===== config.mk =====
export PLATFORM = sky130hd
export DESIGN_NAME = conv_frame_ctrl
export DESIGN_NICKNAME = d
export VERILOG_FILES = /design/src/rtl/conv_frame_ctrl.sv
export SDC_FILE = /design/constraint.sdc
export NUM_CORES = 1
export LEC_CHECK = 0
export ABC_AREA = 1
export CAP_MARGIN = 20
export CORE_AREA = 3 3 77 79
export CTS_BUF_LIST = sky130_fd_sc_hd__clkbuf_16
export DETAILED_ROUTE_END_ITERATION = 12
export DIE_AREA = 0 0 80 82
export HOLD_SLACK_MARGIN = 0.02
export MAX_ROUTING_LAYER = met4
export PLACE_DENSITY = 0.64
export SLEW_MARGIN = 20
export SYNTH_ARGS = -nofsm -noshare
export SYNTH_HDL_FRONTEND = slang
export SYNTH_SLANG_ARGS = --single-unit

===== constraint.sdc =====
create_clock -name clk -period 1.18 [get_ports clk]
set_input_delay 0.177 -clock clk [delete_from_list [all_inputs] [get_ports clk]]
set_output_delay 0.177 -clock clk [all_outputs]
set_load 0.05 [all_outputs]

===== src/rtl/conv_frame_ctrl.sv =====
// Frame sequencer for the KxK convolution core: clears the core, loads the kernel, streams one frame,
// and re-times the core outputs that belong to fully-interior windows into a valid-qualified stream.
//
// state       | meaning
// ------------+-----------------------------------------------------------
// IDLE        | waiting for start; core untouched
// CLEAR       | one cycle of core_reset before a kernel reload
// LOAD_KERNEL | accepting K*K coefficients, gaps allowed
// STREAM      | one pixel slot per clock into the core line buffer
// DRAIN       | PIPE_LAT cycles for the last windows to leave the core
module conv_frame_ctrl #(
    parameter int BITS        = 9,
    parameter int KERNEL_SIZE = 3,
    parameter int IMG_LENGTH  = 16,
    parameter int IMG_HEIGHT  = 16,
    parameter int PIPE_LAT    = 2
) (
    input  logic            clk,
    input  logic            reset,
    input  logic            start,
    input  logic            reload_kernel,
    input  logic            abort,
    input  logic            kernel_in_valid,
    input  logic [BITS-1:0] kernel_in,
    output logic            kernel_ready,
    input  logic            pixel_in_valid,
    input  logic [BITS-1:0] pixel_in,
    output logic            pixel_ready,
    output logic            core_reset,
    output logic            core_kernel_write_en,
    output logic [BITS-1:0] core_kernel_in,
    output logic            core_shift_write_en,
    output logic [BITS-1:0] core_img_in,
    input  logic [BITS-1:0] core_pixel_out,
    output logic [BITS-1:0] pixel_out,
    output logic            pixel_out_valid,
    output logic            busy,
    output logic            done,
    output logic            underrun
);

    localparam int NK = KERNEL_SIZE * KERNEL_SIZE;
    localparam int KW = $clog2(NK + 1);
    localparam int CW = (IMG_LENGTH > 1) ? $clog2(IMG_LENGTH) : 1;
    localparam int RW = (IMG_HEIGHT > 1) ? $clog2(IMG_HEIGHT) : 1;
    localparam int DW = $clog2(PIPE_LAT + 1);

    localparam logic [KW-1:0] K_LAST     = KW'(NK - 1);
    localparam logic [CW-1:0] COL_LAST   = CW'(IMG_LENGTH - 1);
    localparam logic [RW-1:0] ROW_LAST   = RW'(IMG_HEIGHT - 1);
    localparam logic [CW-1:0] COL_FIRST  = CW'(KERNEL_SIZE - 1);
    localparam logic [RW-1:0] ROW_FIRST  = RW'(KERNEL_SIZE - 1);
    localparam logic [DW-1:0] DRAIN_LAST = DW'(PIPE_LAT - 1);

    typedef enum logic [2:0] {
        IDLE,
        CLEAR,
        LOAD_KERNEL,
        STREAM,
        DRAIN
    } state_t;

    state_t                state;
    logic [KW-1:0]         kcount;
    logic [CW-1:0]         col;
    logic [RW-1:0]         row;
    logic [DW-1:0]         dcount;
    logic [PIPE_LAT-1:0]   tag_pipe;
    logic                  tag_in;

    assign busy                 = (state != IDLE);
    assign kernel_ready         = (state == LOAD_KERNEL);
    assign pixel_ready          = (state == STREAM);
    assign core_shift_write_en  = pixel_ready;
    assign core_kernel_write_en = kernel_ready && kernel_in_valid;
    assign core_kernel_in       = kernel_in;
    assign core_img_in          = (pixel_ready && pixel_in_valid) ? pixel_in : '0;
    assign core_reset           = reset || (state == CLEAR);

    // Only windows lying wholly inside the frame are tagged; column wrap-around windows never are.
    assign tag_in = (state == STREAM) && (row >= ROW_FIRST) && (col >= COL_FIRST);

    always_ff @(posedge clk) begin
        if (reset) begin
            state           <= IDLE;
            kcount          <= '0;
            col             <= '0;
            row             <= '0;
            dcount          <= '0;
            tag_pipe        <= '0;
            pixel_out       <= '0;
            pixel_out_valid <= 1'b0;
            done            <= 1'b0;
            underrun        <= 1'b0;
        end else begin
            done <= 1'b0;

            if (tag_pipe[PIPE_LAT-1]) begin
                pixel_out       <= core_pixel_out;
                pixel_out_valid <= 1'b1;
            end else begin
                pixel_out_valid <= 1'b0;
            end

            tag_pipe[0] <= tag_in;
            for (int i = 1; i < PIPE_LAT; i++) begin
                tag_pipe[i] <= tag_pipe[i-1];
            end

            if (abort && (state != IDLE)) begin
                state           <= IDLE;
                kcount          <= '0;
                col             <= '0;
                row             <= '0;
                dcount          <= '0;
                tag_pipe        <= '0;
                pixel_out_valid <= 1'b0;
            end else begin
                case (state)
                    IDLE: begin
                        if (start) begin
                            underrun <= 1'b0;
                            state    <= reload_kernel ? CLEAR : STREAM;
                        end
                    end
                    CLEAR: begin
                        state <= LOAD_KERNEL;
                    end
                    LOAD_KERNEL: begin
                        if (kernel_in_valid) begin
                            if (kcount == K_LAST) begin
                                kcount <= '0;
                                state  <= STREAM;
                            end else begin
                                kcount <= kcount + 1'b1;
                            end
                        end
                    end
                    STREAM: begin
                        // A missing pixel still consumes its slot: the core shifts regardless.
                        if (!pixel_in_valid) begin
                            underrun <= 1'b1;
                        end
                        if (col == COL_LAST) begin
                            col <= '0;
                            if (row == ROW_LAST) begin
                                row   <= '0;
                                state <= DRAIN;
                            end else begin
                                row <= row + 1'b1;
                            end
                        end else begin
                            col <= col + 1'b1;
                        end
                    end
                    DRAIN: begin
                        if (dcount == DRAIN_LAST) begin
                            dcount <= '0;
                            done   <= 1'b1;
                            state  <= IDLE;
                        end else begin
                            dcount <= dcount + 1'b1;
                        end
                    end
                    default: begin
                        state <= IDLE;
                    end
                endcase
            end
        end
    end

endmodule


==> results.json <==
{
  "ys_seq_elements": 31,
  "grt_remaining_overflow": 0,
  "hold_slack_ps": 354,
  "routed_via_density": 4.36,
  "antenna_found_initial": 0,
  "io_buffers": 51,
  "status": "complete, but fails checks",
  "path_class": "reg -> out",
  "final.fill_count": 480,
  "numCtsBuffers": 5,
  "ios": 70,
  "path_max_fanout": 3,
  "routed_wl_um": 4560,
  "ctsHtreeMaxLevel": 2,
  "ys_top_cells_by_area": "dfxtp_1, nor2_1, inv_1",
  "dr.first_iter.drc_count": 89,
  "syn_avg_cell_area_um2": 7.14,
  "rsz0062_at_grt": "yes",
  "drv_slew": 0,
  "cp.arrival_ps": 1300,
  "register_area_um2": 628,
  "end_kind": "output port",
  "fin_cells": 384,
  "start_util_pct": 30.0,
  "fp.dieH_um": 82,
  "drive_above_1_share_pct": 43.9,
  "dp.final_hpwl_um": 3290,
  "cts.sinks": 31,
  "syn_nets": 267,
  "grt-busiest-layer": "met2",
  "syn2layout_area_growth_pct": 94.3,
  "rows": 27,
  "layout.nets": 352,
  "use_met1_pct": 17.2,
  "report.final.setup_viol": 35,
  "pwr_density_cell_nw_per_um2": 1540,
  "cts.clk_slew.worst_paths_ps": 50,
  "synth.largest_area_cell": "dfxtp_1",
  "grtUsageMet2_pct": 24.8,
  "wl_per_cell_um": 11.9,
  "critical_path.startpoint": "state[0]$_SDFFE_PP0P_",
  "tightest_slew_ps": 376,
  "grtUsageMet3_pct": 4.71,
  "place_congestion": 0.799,
  "worstSetupStartpointType": "flip-flop",
  "cts_max_path_buffers": 2,
  "final_cell_mix": "nor2_1, inv_1, buf_4, buf_12, dfxtp_1",
  "clk_latency_ps": 280,
  "cap_violations": 0,
  "clock_skew_ps": 3.41,
  "grt_pass1_vias": 1644,
  "layout_commonest_cell": "nor2_1",
  "multiInputGateArea_um2": 1010,
  "layout_setup_ws_ps": -300,
  "netlist_instances": 227,
  "dp_slack_ps": -204,
  "place_inst": 364,
  "drc_errors": 0,
  "r2r_start": "state[0]$_SDFFE_PP0P_",
  "yosysWarningCount": 0,
  "peakVddDrop_v": 0.00124,
  "min_from": "kernel_in[0]",
  "fin_crit_sh_pct": 125,
  "vias": 1673,
  "final-hold-violation-count": 0,
  "grtUsageTotal_pct": 15.1,
  "grt_max_degree": 11,
  "max_freq_mhz": 676,
  "leakagePower_nw": 1.33,
  "hp-class": "in -> out",
  "ys_types": 29,
  "drtPass1Iterations": 6,
  "grt_pass1_wl_um": 7360,
  "violations": "negative setup slack",
  "die_w_um": 80,
  "syn-cell-area_um2": 1620,
  "ant_nets": 0,
  "cts_tree": "done",
  "slew-limit-headroom_pct": 74.8,
  "dieArea_um2": 6560,
  "post-route-min-period_ps": 1480,
  "seq_area_frac_synth_pct": 38.3,
  "root_buffer": "clkbuf_16",
  "synth_top_area_share_pct": 38.3,
  "fin_util_pct": 58.3,
  "antenna_cells": 0,
  "core_um2": 5410,
  "worstPathRequired_ps": 1000
}
-- state kept, by name, summed over array words and instances, names as in the netlist --
register	count
pixel_out_valid	1
state	3
dcount	2
kcount	4
tag_pipe	2
underrun	1
pixel_out	9
row	4
col	4
done	1
-- worst max-delay path, stage by stage (launching register included) --
cell and delay (ps):
dfxtp_2 330, buf_4 140, inv_2 40, nand2_2 50, nor2_4 160, nand2_4 80
clkinvlp_4 100, buf_12 130
-- path summary, 6_finish.rpt --
| path | end | cells after the start | slack [ps] |
|---|---|---|---|
| min | core_kernel_in[0] | 0 | 350 |
| max reg2reg | row[2]$_SDFFE_PP0P_ | 9 | -260 |
| min reg2reg | tag_pipe[1]$_SDFF_PP0_ | 2 | 420 |
| max | core_kernel_write_en | 7 | -300 |
-- layer usage --
metal | vias up | part of all wire (%) | routed length (um)
met1 | 764 | 41 | 1880
met5 | - | 0 | 0
li1 | 864 | - | -
met2 | 38 | 51 | 2340
met4 | 0 | 1.8 | 80
met3 | 7 | 5.6 | 257
-- cells by family (layout without fill, tap and decap cells) --
group | Yosys count | after routing | share of synthesized area (%)
AOI/OAI and AO/OA | 31 | 31 | 12.1
xor gates and xnor gates | 1 | 1 | 0.540
adders and majority gates | 6 | 6 | 4.63
buffers and inverters | 52 | 136 | 15.3
DFF | 31 | 31 | 38.3
and+or+nand+nor | 106 | 107 | 29.2
-- through the flow --
step / TNS, ps / power, W / cell area (um^2)
2_1_floorplan: -3160 / 0.00243 / 1750
3_3_place_gp: -3450 / 0.00321 / 2730
3_5_place_dp: -4180 / 0.00325 / 2730
4_1_cts: -6020 / 0.00472 / 3050
5_1_grt: -9130 / 0.00513 / 3150
6_report: -6830 / 0.00486 / 3150
-- cell usage after synthesis (all sizes together) --
master	count
a21oi	9
buf	12
clkbuf	2
clkinv	1
dfxtp	31
ha	6
inv	37
nand2	37
nand3	12
nor2	52
nor3	3
nor3b	1
nor4	1
o211ai	1
o21a	1
o21ai	19
o31ai	1
xor2	1
-- where the power goes --
part           internal, W  leakage [nW]  switching [W]
clock             0.000757        0.0671       0.000448
combinational      0.00116          1.01        0.00128
sequential         0.00114         0.252      0.0000779
-- cell type report --
cell class / instances / area share [%]
Clock buffer: 5 / 3.97
Clock inverter: 2 / 0.278
Inverter: 38 / 4.73
Multi-Input combinational cell: 145 / 32.0
Sequential cell: 31 / 19.9
Tap cell: 72 / 2.86
Timing Repair Buffer: 91 / 36.2
-- what timing repair did --
item | CTS | global route
setup buffers | 6 | 6
endpoints found under the hold margin | 0 | 0
cloned | 1 | 0
hold buffers | 0 | 0
resized for setup | 35 | 12
pin swaps | 15 | 13
endpoints found under the setup margin | 32 | 37
(Power assumes the default switching activity.)
